[src/rtl/ps_pkg.sv]
// rtl/ps_pkg.sv - PS ureg group address constants shared with the ureg decoder
package ps_pkg;

    localparam logic [4:0] PCSTK  = 5'h04;
    localparam logic [4:0] PCSTKP = 5'h05;

endpackage

[src/rtl/ps_pcstk_if.sv]
// rtl/ps_pcstk_if.sv - decoder/sequencer to PC stack signal bundle
interface ps_pcstk_if #(
    parameter int DW = 16
);

    logic          ps_pshstck;
    logic          ps_popstck;
    logic [4:0]    ps_rd_add;
    logic          ps_wrt_en;
    logic [4:0]    ps_wrt_add;
    logic [DW-1:0] ps_wrt_dat;
    logic          ps_sq_push;
    logic [DW-1:0] ps_sq_pc;
    logic          ps_sq_pop;
    logic [DW-1:0] ps_rd_dat;
    logic [DW-1:0] ps_stk_top;
    logic          ps_stk_empty;
    logic          ps_stk_full;
    logic          ps_stk_ovf;
    logic          ps_stk_unf;

    modport master (
        output ps_pshstck, ps_popstck, ps_rd_add, ps_wrt_en, ps_wrt_add, ps_wrt_dat,
        output ps_sq_push, ps_sq_pc, ps_sq_pop,
        input  ps_rd_dat, ps_stk_top, ps_stk_empty, ps_stk_full, ps_stk_ovf, ps_stk_unf
    );

    modport slave (
        input  ps_pshstck, ps_popstck, ps_rd_add, ps_wrt_en, ps_wrt_add, ps_wrt_dat,
        input  ps_sq_push, ps_sq_pc, ps_sq_pop,
        output ps_rd_dat, ps_stk_top, ps_stk_empty, ps_stk_full, ps_stk_ovf, ps_stk_unf
    );

endinterface

[src/rtl/ps_pcstk_mem.sv]
// rtl/ps_pcstk_mem.sv - PC stack entry array, one write port, one async read port
module ps_pcstk_mem #(
    parameter int DEPTH = 16,
    parameter int DW    = 16,
    parameter int AW    = 4
) (
    input  logic          clk,
    input  logic          rst,
    input  logic          we,
    input  logic [AW-1:0] wadr,
    input  logic [DW-1:0] wdat,
    input  logic [AW-1:0] radr,
    output logic [DW-1:0] rdat
);

    logic [DW-1:0] mem [DEPTH];

    always_ff @(posedge clk or posedge rst) begin
        if (rst) begin
            for (int i = 0; i < DEPTH; i++) begin
                mem[i] <= '0;
            end
        end else if (we) begin
            mem[wadr] <= wdat;
        end
    end

    assign rdat = mem[radr];

endmodule

[src/rtl/ps_pcstk.sv]
// rtl/ps_pcstk.sv - program-sequencer PC stack (PCSTK/PCSTKP); sticky ovf/unf built only with PS_PCSTK_ERR_EN
module ps_pcstk
    import ps_pkg::*;
#(
    parameter int DEPTH = 16,
    parameter int DW    = 16
) (
    input  logic         clk,
    input  logic         rst,
    ps_pcstk_if.slave    bus
);

    localparam int PTRW = $clog2(DEPTH + 1);
    localparam int AW   = (DEPTH > 1) ? $clog2(DEPTH) : 1;
    localparam logic [PTRW-1:0] SP_MAX = PTRW'(DEPTH);

    logic [PTRW-1:0] sp;
    logic [PTRW-1:0] sp_n;
    logic [PTRW-1:0] sp_m1;
    logic [PTRW-1:0] wr_sp;
    logic            psh_q;
    logic            at_pcstk_w;
    logic            upush;
    logic            uwr;
    logic            pwr;
    logic            push;
    logic            pop;
    logic [DW-1:0]   push_dat;
    logic            mem_we;
    logic [AW-1:0]   mem_wadr;
    logic [DW-1:0]   mem_wdat;
    logic [DW-1:0]   mem_rdat;
    logic [DW-1:0]   top;

`ifdef PS_PCSTK_ERR_EN
    logic ovf_q;
    logic unf_q;
    logic ovf_set;
    logic unf_set;
    logic flg_clr;
`endif

    assign sp_m1      = sp - PTRW'(1);
    assign wr_sp      = bus.ps_wrt_dat[PTRW-1:0];
    assign at_pcstk_w = bus.ps_wrt_en && (bus.ps_wrt_add == PCSTK);
    assign upush      = at_pcstk_w && psh_q;
    assign uwr        = at_pcstk_w && !psh_q;
    assign pwr        = bus.ps_wrt_en && (bus.ps_wrt_add == PCSTKP);
    assign push       = upush || bus.ps_sq_push;
    assign pop        = (bus.ps_popstck && (bus.ps_rd_add == PCSTK)) || bus.ps_sq_pop;
    // Sequencer CALL beats a coincident ureg push; only one entry is written.
    assign push_dat   = bus.ps_sq_push ? bus.ps_sq_pc : bus.ps_wrt_dat;

    always_comb begin
        sp_n     = sp;
        mem_we   = 1'b0;
        mem_wadr = sp[AW-1:0];
        mem_wdat = push_dat;
`ifdef PS_PCSTK_ERR_EN
        ovf_set  = 1'b0;
        unf_set  = 1'b0;
        flg_clr  = 1'b0;
`endif
        if (pwr) begin
            sp_n = (wr_sp > SP_MAX) ? SP_MAX : wr_sp;
`ifdef PS_PCSTK_ERR_EN
            flg_clr = 1'b1;
`endif
        end else if (push && pop) begin
            mem_we = 1'b1;
            if (sp != '0) begin
                mem_wadr = sp_m1[AW-1:0];
            end else begin
                mem_wadr = '0;
                sp_n     = PTRW'(1);
`ifdef PS_PCSTK_ERR_EN
                unf_set  = 1'b1;
`endif
            end
        end else if (push) begin
            if (sp != SP_MAX) begin
                mem_we = 1'b1;
                sp_n   = sp + PTRW'(1);
            end else begin
`ifdef PS_PCSTK_ERR_EN
                ovf_set = 1'b1;
`endif
            end
        end else if (pop) begin
            if (sp != '0) begin
                sp_n = sp_m1;
            end else begin
`ifdef PS_PCSTK_ERR_EN
                unf_set = 1'b1;
`endif
            end
        end else if (uwr) begin
            mem_we   = 1'b1;
            mem_wdat = bus.ps_wrt_dat;
            // Overwriting an empty stack has nothing to replace, so it becomes a push.
            if (sp != '0) begin
                mem_wadr = sp_m1[AW-1:0];
            end else begin
                mem_wadr = '0;
                sp_n     = PTRW'(1);
            end
        end
    end

    always_ff @(posedge clk or posedge rst) begin
        if (rst) begin
            sp    <= '0;
            psh_q <= 1'b0;
        end else begin
            sp    <= sp_n;
            psh_q <= bus.ps_pshstck;
        end
    end

`ifdef PS_PCSTK_ERR_EN
    always_ff @(posedge clk or posedge rst) begin
        if (rst) begin
            ovf_q <= 1'b0;
            unf_q <= 1'b0;
        end else if (flg_clr) begin
            ovf_q <= 1'b0;
            unf_q <= 1'b0;
        end else begin
            ovf_q <= ovf_q || ovf_set;
            unf_q <= unf_q || unf_set;
        end
    end

    assign bus.ps_stk_ovf = ovf_q;
    assign bus.ps_stk_unf = unf_q;
`else
    assign bus.ps_stk_ovf = 1'b0;
    assign bus.ps_stk_unf = 1'b0;
`endif

    ps_pcstk_mem #(
        .DEPTH (DEPTH),
        .DW    (DW),
        .AW    (AW)
    ) u_mem (
        .clk   (clk),
        .rst   (rst),
        .we    (mem_we),
        .wadr  (mem_wadr),
        .wdat  (mem_wdat),
        .radr  (sp_m1[AW-1:0]),
        .rdat  (mem_rdat)
    );

    assign top              = (sp == '0) ? '0 : mem_rdat;
    assign bus.ps_stk_top   = top;
    assign bus.ps_stk_empty = (sp == '0);
    assign bus.ps_stk_full  = (sp == SP_MAX);

    always_comb begin
        bus.ps_rd_dat = '0;
        case (bus.ps_rd_add)
            PCSTK:   bus.ps_rd_dat = top;
            PCSTKP:  bus.ps_rd_dat = DW'(sp);
            default: bus.ps_rd_dat = '0;
        endcase
    end

endmodule

[src/flat_wrapper.sv]
// flat-port wrapper written by rule: the top's interface ports become plain ports
module ps_pcstk_flat import ps_pkg::*;
#(
    parameter int DEPTH = 16,
    parameter int DW    = 16
)
  (clk, rst, bus_ps_pshstck, bus_ps_popstck, bus_ps_rd_add, bus_ps_wrt_en, bus_ps_wrt_add, bus_ps_wrt_dat, bus_ps_sq_push, bus_ps_sq_pc, bus_ps_sq_pop, bus_ps_rd_dat, bus_ps_stk_top, bus_ps_stk_empty, bus_ps_stk_full, bus_ps_stk_ovf, bus_ps_stk_unf);
  ps_pcstk_if #(.DW(DW)) bus_i ();
  input  logic clk;
  input  logic rst;
  input wire logic [$bits(bus_i.ps_pshstck)-1:0] bus_ps_pshstck;
  input wire logic [$bits(bus_i.ps_popstck)-1:0] bus_ps_popstck;
  input wire logic [$bits(bus_i.ps_rd_add)-1:0] bus_ps_rd_add;
  input wire logic [$bits(bus_i.ps_wrt_en)-1:0] bus_ps_wrt_en;
  input wire logic [$bits(bus_i.ps_wrt_add)-1:0] bus_ps_wrt_add;
  input wire logic [$bits(bus_i.ps_wrt_dat)-1:0] bus_ps_wrt_dat;
  input wire logic [$bits(bus_i.ps_sq_push)-1:0] bus_ps_sq_push;
  input wire logic [$bits(bus_i.ps_sq_pc)-1:0] bus_ps_sq_pc;
  input wire logic [$bits(bus_i.ps_sq_pop)-1:0] bus_ps_sq_pop;
  output wire logic [$bits(bus_i.ps_rd_dat)-1:0] bus_ps_rd_dat;
  output wire logic [$bits(bus_i.ps_stk_top)-1:0] bus_ps_stk_top;
  output wire logic [$bits(bus_i.ps_stk_empty)-1:0] bus_ps_stk_empty;
  output wire logic [$bits(bus_i.ps_stk_full)-1:0] bus_ps_stk_full;
  output wire logic [$bits(bus_i.ps_stk_ovf)-1:0] bus_ps_stk_ovf;
  output wire logic [$bits(bus_i.ps_stk_unf)-1:0] bus_ps_stk_unf;
  assign bus_i.ps_pshstck = bus_ps_pshstck;
  assign bus_i.ps_popstck = bus_ps_popstck;
  assign bus_i.ps_rd_add = bus_ps_rd_add;
  assign bus_i.ps_wrt_en = bus_ps_wrt_en;
  assign bus_i.ps_wrt_add = bus_ps_wrt_add;
  assign bus_i.ps_wrt_dat = bus_ps_wrt_dat;
  assign bus_i.ps_sq_push = bus_ps_sq_push;
  assign bus_i.ps_sq_pc = bus_ps_sq_pc;
  assign bus_i.ps_sq_pop = bus_ps_sq_pop;
  assign bus_ps_rd_dat = bus_i.ps_rd_dat;
  assign bus_ps_stk_top = bus_i.ps_stk_top;
  assign bus_ps_stk_empty = bus_i.ps_stk_empty;
  assign bus_ps_stk_full = bus_i.ps_stk_full;
  assign bus_ps_stk_ovf = bus_i.ps_stk_ovf;
  assign bus_ps_stk_unf = bus_i.ps_stk_unf;
  ps_pcstk #(.DEPTH(DEPTH), .DW(DW)) u_core (.clk(clk), .rst(rst), .bus(bus_i));
endmodule
[config.mk]
export PLATFORM = sky130hd
export DESIGN_NAME = ps_pcstk_flat
export DESIGN_NICKNAME = d
export VERILOG_FILES = /design/src/rtl/ps_pkg.sv /design/src/rtl/ps_pcstk_if.sv /design/src/rtl/ps_pcstk_mem.sv /design/src/rtl/ps_pcstk.sv /design/src/flat_wrapper.sv
export SDC_FILE = /design/constraint.sdc
export NUM_CORES = 1
export LEC_CHECK = 0
export CAP_MARGIN = 20
export CORE_AREA = 2 2 196 198
export CTS_BUF_LIST = sky130_fd_sc_hd__clkbuf_4 sky130_fd_sc_hd__clkbuf_8
export CTS_CLUSTER_DIAMETER = 150
export DETAILED_ROUTE_END_ITERATION = 7
export DIE_AREA = 0 0 198 200
export GPL_TIMING_DRIVEN = 0
export PLACE_DENSITY = 0.6
export SETUP_SLACK_MARGIN = 0.4
export SLEW_MARGIN = 25
export SYNTH_ARGS = -nofsm -noshare
export SYNTH_HDL_FRONTEND = slang
export SYNTH_SLANG_ARGS = --single-unit
[constraint.sdc]
create_clock -name clk -period 24.8 [get_ports clk]
set_clock_uncertainty 0.05 [all_clocks]
set_input_delay 6.2 -clock clk [delete_from_list [all_inputs] [get_ports clk]]
set_output_delay 6.2 -clock clk [all_outputs]
set_load 0.01 [all_outputs]
# Word level (Yosys, flattened, before mapping)
# Index checks and enable logic that the tools add are counted.
classes:
  muxes: 35
  shift: 0
  bitwise: 2
  reduce_logical: 14
  addsub: 2
  eq_ne: 8
  n_lt_le_gt_ge: 4
  div: 0
  mul: 0
ops:
  columns: ["cell", "n"]
  rows:
  - ["$bwmux 256", 1]
  - ["$mux 16", 10]
  - ["$bmux 16 s4", 1]
  - ["$demux 16 s4", 1]
  - ["$mux 5", 9]
  - ["$pmux 16 s2", 1]
  - ["$mux 4", 6]
  - ["$eq 5x3->1 const B", 4]
  - ["$ge 5x5->1 const B", 2]
  - ["$not 4->5", 2]
  - ["$reduce_bool 5->1", 2]
  - ["$logic_and 1x1->1", 7]
  - ["$mux 1", 6]
  - ["$add 5x1->5 const B", 1]
  - ["$eq 5x5->1 const B", 1]
  - ["$gt 5x5->1 const B", 1]
  - ["$logic_not 5->1", 1]
  - ["$lt 5x1->1 const B", 1]
  - ["$ne 5x3->1 const B", 1]
  - ["$ne 5x5->1 const B", 1]
  - ["$sub 5x1->5 const B", 1]
  - ["$ne 4x3->1 const B", 1]
  - ["$reduce_and 3->1", 1]
  - ["$logic_or 1x1->1", 2]
  - ["$logic_not 1->1", 1]
totals:
  latch_bits: 0
  mem_count: 0
  inputBits: 49
  out_inout_bits: 36
  elab_cells: 83
  mem_bits_rw: 0
  reg_bits: 262
  mem_bits_ro: 0

# Longest topological paths before layout
logic_depth:
  depth_word: 14
  ltp_mapped: 12
  ltp_nobuf: 9

# By module
# From an unflattened synthesis, not the netlist that was laid out.
unflattened:
  hier_cells: 866
  hier_area_um2: 12753.5
by_module_without_submodules:
  columns: ["mod", "cells_each", "seq_area_each_um2", "area_per_inst_um2", "instances"]
  rows:
  - ["ps_pcstk_mem", 716, 6406.1, 11581.1, 1]
  - ["ps_pcstk", 150, 150.1, 1172.4, 1]

# Worst setup path after synthesis
# OpenSTA, ideal clock, no wires.
synth_timing:
  path_type: "input port to output port"
  from: "in bus_ps_rd_add[1]"
  to: "out bus_ps_rd_dat[10]"
  t_required_ps: 18550
  arrival_time_ps: 7128
  n_path_buf: 1
  cell_stages: 5
  setup_slack_ps: 11422
  cell_sequence: "nor4b_4 nand2b_1 inv_1 clkbuf_1 and2_1"
synth_via:
  elab_chain_len: 2
  word_cells_on_any_way: 3
  cone_classes: "eq/ne (2); mux (1)"
synth_rtl:
  columns: ["element", "line_no", "text"]
  rows:
  - ["start, declared", "flat_wrapper.sv:13", "input wire logic [$bits(bus_i.ps_rd_add)-1:0] bus_ps_rd_add;"]
  - ["$eq 5x3->1", "ps_pcstk.sv:162", "case (bus.ps_rd_add)"]
  - ["$pmux 16 s2 (*)", "ps_pcstk.sv:162", null]
  - ["end, declared", "flat_wrapper.sv:20", "output wire logic [$bits(bus_i.ps_rd_dat)-1:0] bus_ps_rd_dat;"]
# Mark *: on every way between the ends. The rest lies on a longest branch, timed or not.

# Worst setup path in the final report
layout_timing:
  from: "in bus_ps_rd_add[1]"
  to: "out bus_ps_rd_dat[13]"
# The elaborated chain is that of the path after synthesis.

==> results_dict.tcl <==
set metrics [dict create \
    drt-vias-per-instance 5.18 \
    slew_headroom_pct 38.3 \
    antenna_cells 0 \
    clock.fmax_mhz 66.4 \
    ys_warn_count 0 \
    drc 0 \
    clkTransAtPathRegs_ps 60 \
    holdCritStartpoint "u_core.u_mem.mem[110]$_DFFE_PP0P_" \
    tightest_slew_ps 926 \
    grt_max_degree 92 \
    fin_area_sq_um 15400 \
    hold_buffers 0 \
    wl_mm 32.9 \
    rr_startpoint "u_core.sp[0]$_DFFE_PP0P_" \
    cts_tree "built" \
    rows 71 \
    synthXorXnorAreaFrac_pct 0.136 \
    setup_violations 0 \
    io_buffers 82 \
    htreeDepth 2 \
    core_sq_um 37400 \
    clockBufferDepth 3 \
    mappedNetlistArea_sq_um 12900 \
    end_kind "primary output" \
    ys_seq_area_share_pct 50.7 \
    drt-wirelength-per-cell_microns 21.2 \
    synthTopCellsByCount "mux2_2 (274), dfrtp_1 (262), mux4_2 (65)" \
    yosys.area_share.simple_pct 4.49 \
    hold_viol_final 0 \
    synth_top_family_by_area "multiplexers" \
    track_usage_pct 17.1 \
    synth_edf_count 0 \
    reg2reg_slack_ps 21010 \
    rsz0062_at_grt "false" \
    finalMaxSlewViolations 0 \
    die_height_microns 200 \
    synth_compound_area_share_pct 4.40 \
    vias 8041 \
    grt_pass1_wl_mm 51.4 \
    cp.arrival_ps 8820 \
    synth.distinct_cells 54 \
    io_pins 85 \
    grt_overflow 0 \
    min_period_over_period_pct 60.8 \
    post_cts_resized 0 \
    cts_setup_buffers 0 \
    peakVddDrop_mv 0.0542 \
    final_nets 1060 \
    p_leak_uw 0.00647 \
    yosysTopAreaCellShare_pct 50.7 \
    dr.pass1.iters 5 \
    ant_nets 0 \
    outcome "completed" \
    start_util_pct 34.6 \
    synthMuxAreaShare_pct 36.7 \
    dpl.hpwl_mm 23.3 \
    crit_fanout 10 \
    die_x_microns 198 \
    antenna_found_initial 0 \
    fin_tns_setup_ps 0 \
    synth_fa_ha_area_share_pct 0.290 \
    worstSkewPairLatency_ps 550 \
    ys_async_sr_fraction_pct 100 \
    power_density_nw_per_um2 143 \
    postSynthAreaPerCell_sq_um 14.7 \
    place.gp.congestion 0.842 \
    startpoint_type "input pin" \
    synth_most_common_cell "mux2_2" \
    drt_iter0_markers 414 \
    required_ps 18550 \
    cts.sinks 262 \
    crit_type "in2out" \
    cap_violations 0 \
    cts_made_buffers 44 \
    holdCritPathClass "reg2reg" \
    yosysTopAreaCell "dfrtp_1" \
    period_minus_slack_ps 15070 \
    ys_seq_elements 262 \
    critPathLaunch "bus_ps_rd_add[1]" \
    syn2layout_area_growth_pct 19.1 \
    synthTopCellsByArea "dfrtp_1 (51%), mux2_2 (24%), mux4_2 (11%)" \
    grt_pass1_vias 8409 \
    cts_root_buf "clkbuf_8" \
    synth_cells 877 \
    ys.flop_type "dfrtp_1" \
    placed_area_sq_um 14500 \
    drive_above_1_share_pct 46.3 \
    dieArea_sq_um 39600 \
]
[power by group]
part | switching, uW | total, uW | internal (uW)
clock network | 174 | 405 | 231
logic | 498 | 1060 | 561
registers | 99.6 | 735 | 635
total | 772 | 2200 | 1430
[metrics by stage]
stage | instances | util (%) | setup slack, ps | total power, uW | hold WS [ps]
5_1_grt | 1552 | 41.2 | 9560 | 2320 | 459
6_report | 1552 | 41.2 | 9730 | 2200 | 449
3_3_place_gp | 1471 | 38.5 | 7830 | 1780 | 432
4_1_cts | 1552 | 41.2 | 9680 | 2220 | 451
2_1_floorplan | 878 | - | 11340 | 1430 | 424
3_5_place_dp | 1473 | 38.7 | 9680 | 1800 | 437
[final timing paths]
| kind | to | cells past startpoint |
|---|---|---|
| worst max-delay path | bus_ps_rd_dat[13] | 7 |
| worst min-delay path | u_core.u_mem.mem[110]$_DFFE_PP0P_ | 1 |
| worst max register to register | u_core.sp[1]$_DFFE_PP0P_ | 12 |
| worst min register to register | u_core.u_mem.mem[110]$_DFFE_PP0P_ | 1 |
| max in group asynchronous | u_core.u_mem.mem[183]$_DFFE_PP0P_ | 3 |
| min in group asynchronous | u_core.u_mem.mem[44]$_DFFE_PP0P_ | 2 |
[flip-flops by register name, summed over array words and instances, names as in the netlist]
register	count
u_core.psh_q	1
u_core.u_mem.mem	256
u_core.sp	5
[cells by family (layout without fill, tap and decap cells)]
group | after synthesis | after routing
other | 1 | 2
buffers and inverters | 80 | 243
adders and majority gates | 3 | 3
and+or+nand+nor | 99 | 99
AOI/OAI and AO/OA | 73 | 73
muxes | 357 | 357
xor gates and xnor gates | 2 | 2
DFF | 262 | 262
[per-layer routing]
| layer | GRT usage (%) | vias up | routed length, microns |
|---|---|---|---|
| met5 | 0 | - | 0 |
| met4 | 4.23 | 0 | 558 |
| met3 | 2.70 | 44 | 1470 |
| met2 | 28.2 | 198 | 15500 |
| met1 | 23.9 | 4250 | 15400 |
| li1 | - | 3549 | - |
[cells in the final DEF, fill, tap and decap left out, types with 7 or more instances in the layout]
master / Yosys / routed
nor2b_1: 19 / 19
dfrtp_1: 262 / 262
clkdlybuf4s50_1: 0 / 82
clkbuf_4: 0 / 17
buf_4: 10 / 10
mux2_2: 274 / 274
buf_6: 7 / 7
nor2_1: 13 / 13
inv_1: 8 / 7
clkbuf_1: 31 / 30
and2_1: 16 / 16
mux2i_1: 16 / 16
nand2_1: 10 / 10
clkbuf_8: 0 / 57
a21oi_1: 9 / 9
buf_2: 20 / 20
mux4_2: 65 / 65
a211oi_1: 31 / 31
[final cells by class]
type	instances	area (sq um)
plain buffers	72	387
clock buffers	74	912
clock inverters	5	30.0
fillers	3438	22000
inverters	8	37.5
multi-input cells	536	5960
flip-flops and latches	262	6560
well taps	511	639
repair buffers	84	876
[worst max-delay path, cell delays in order]
cell             delay, ps
clkdlybuf4s50_1        440
nor4b_4                380
nand2b_1                90
inv_1                  260
clkbuf_1               670
and2_1                 240
clkdlybuf4s50_1        540
Note: power is estimated with default switching activity, not from simulation.
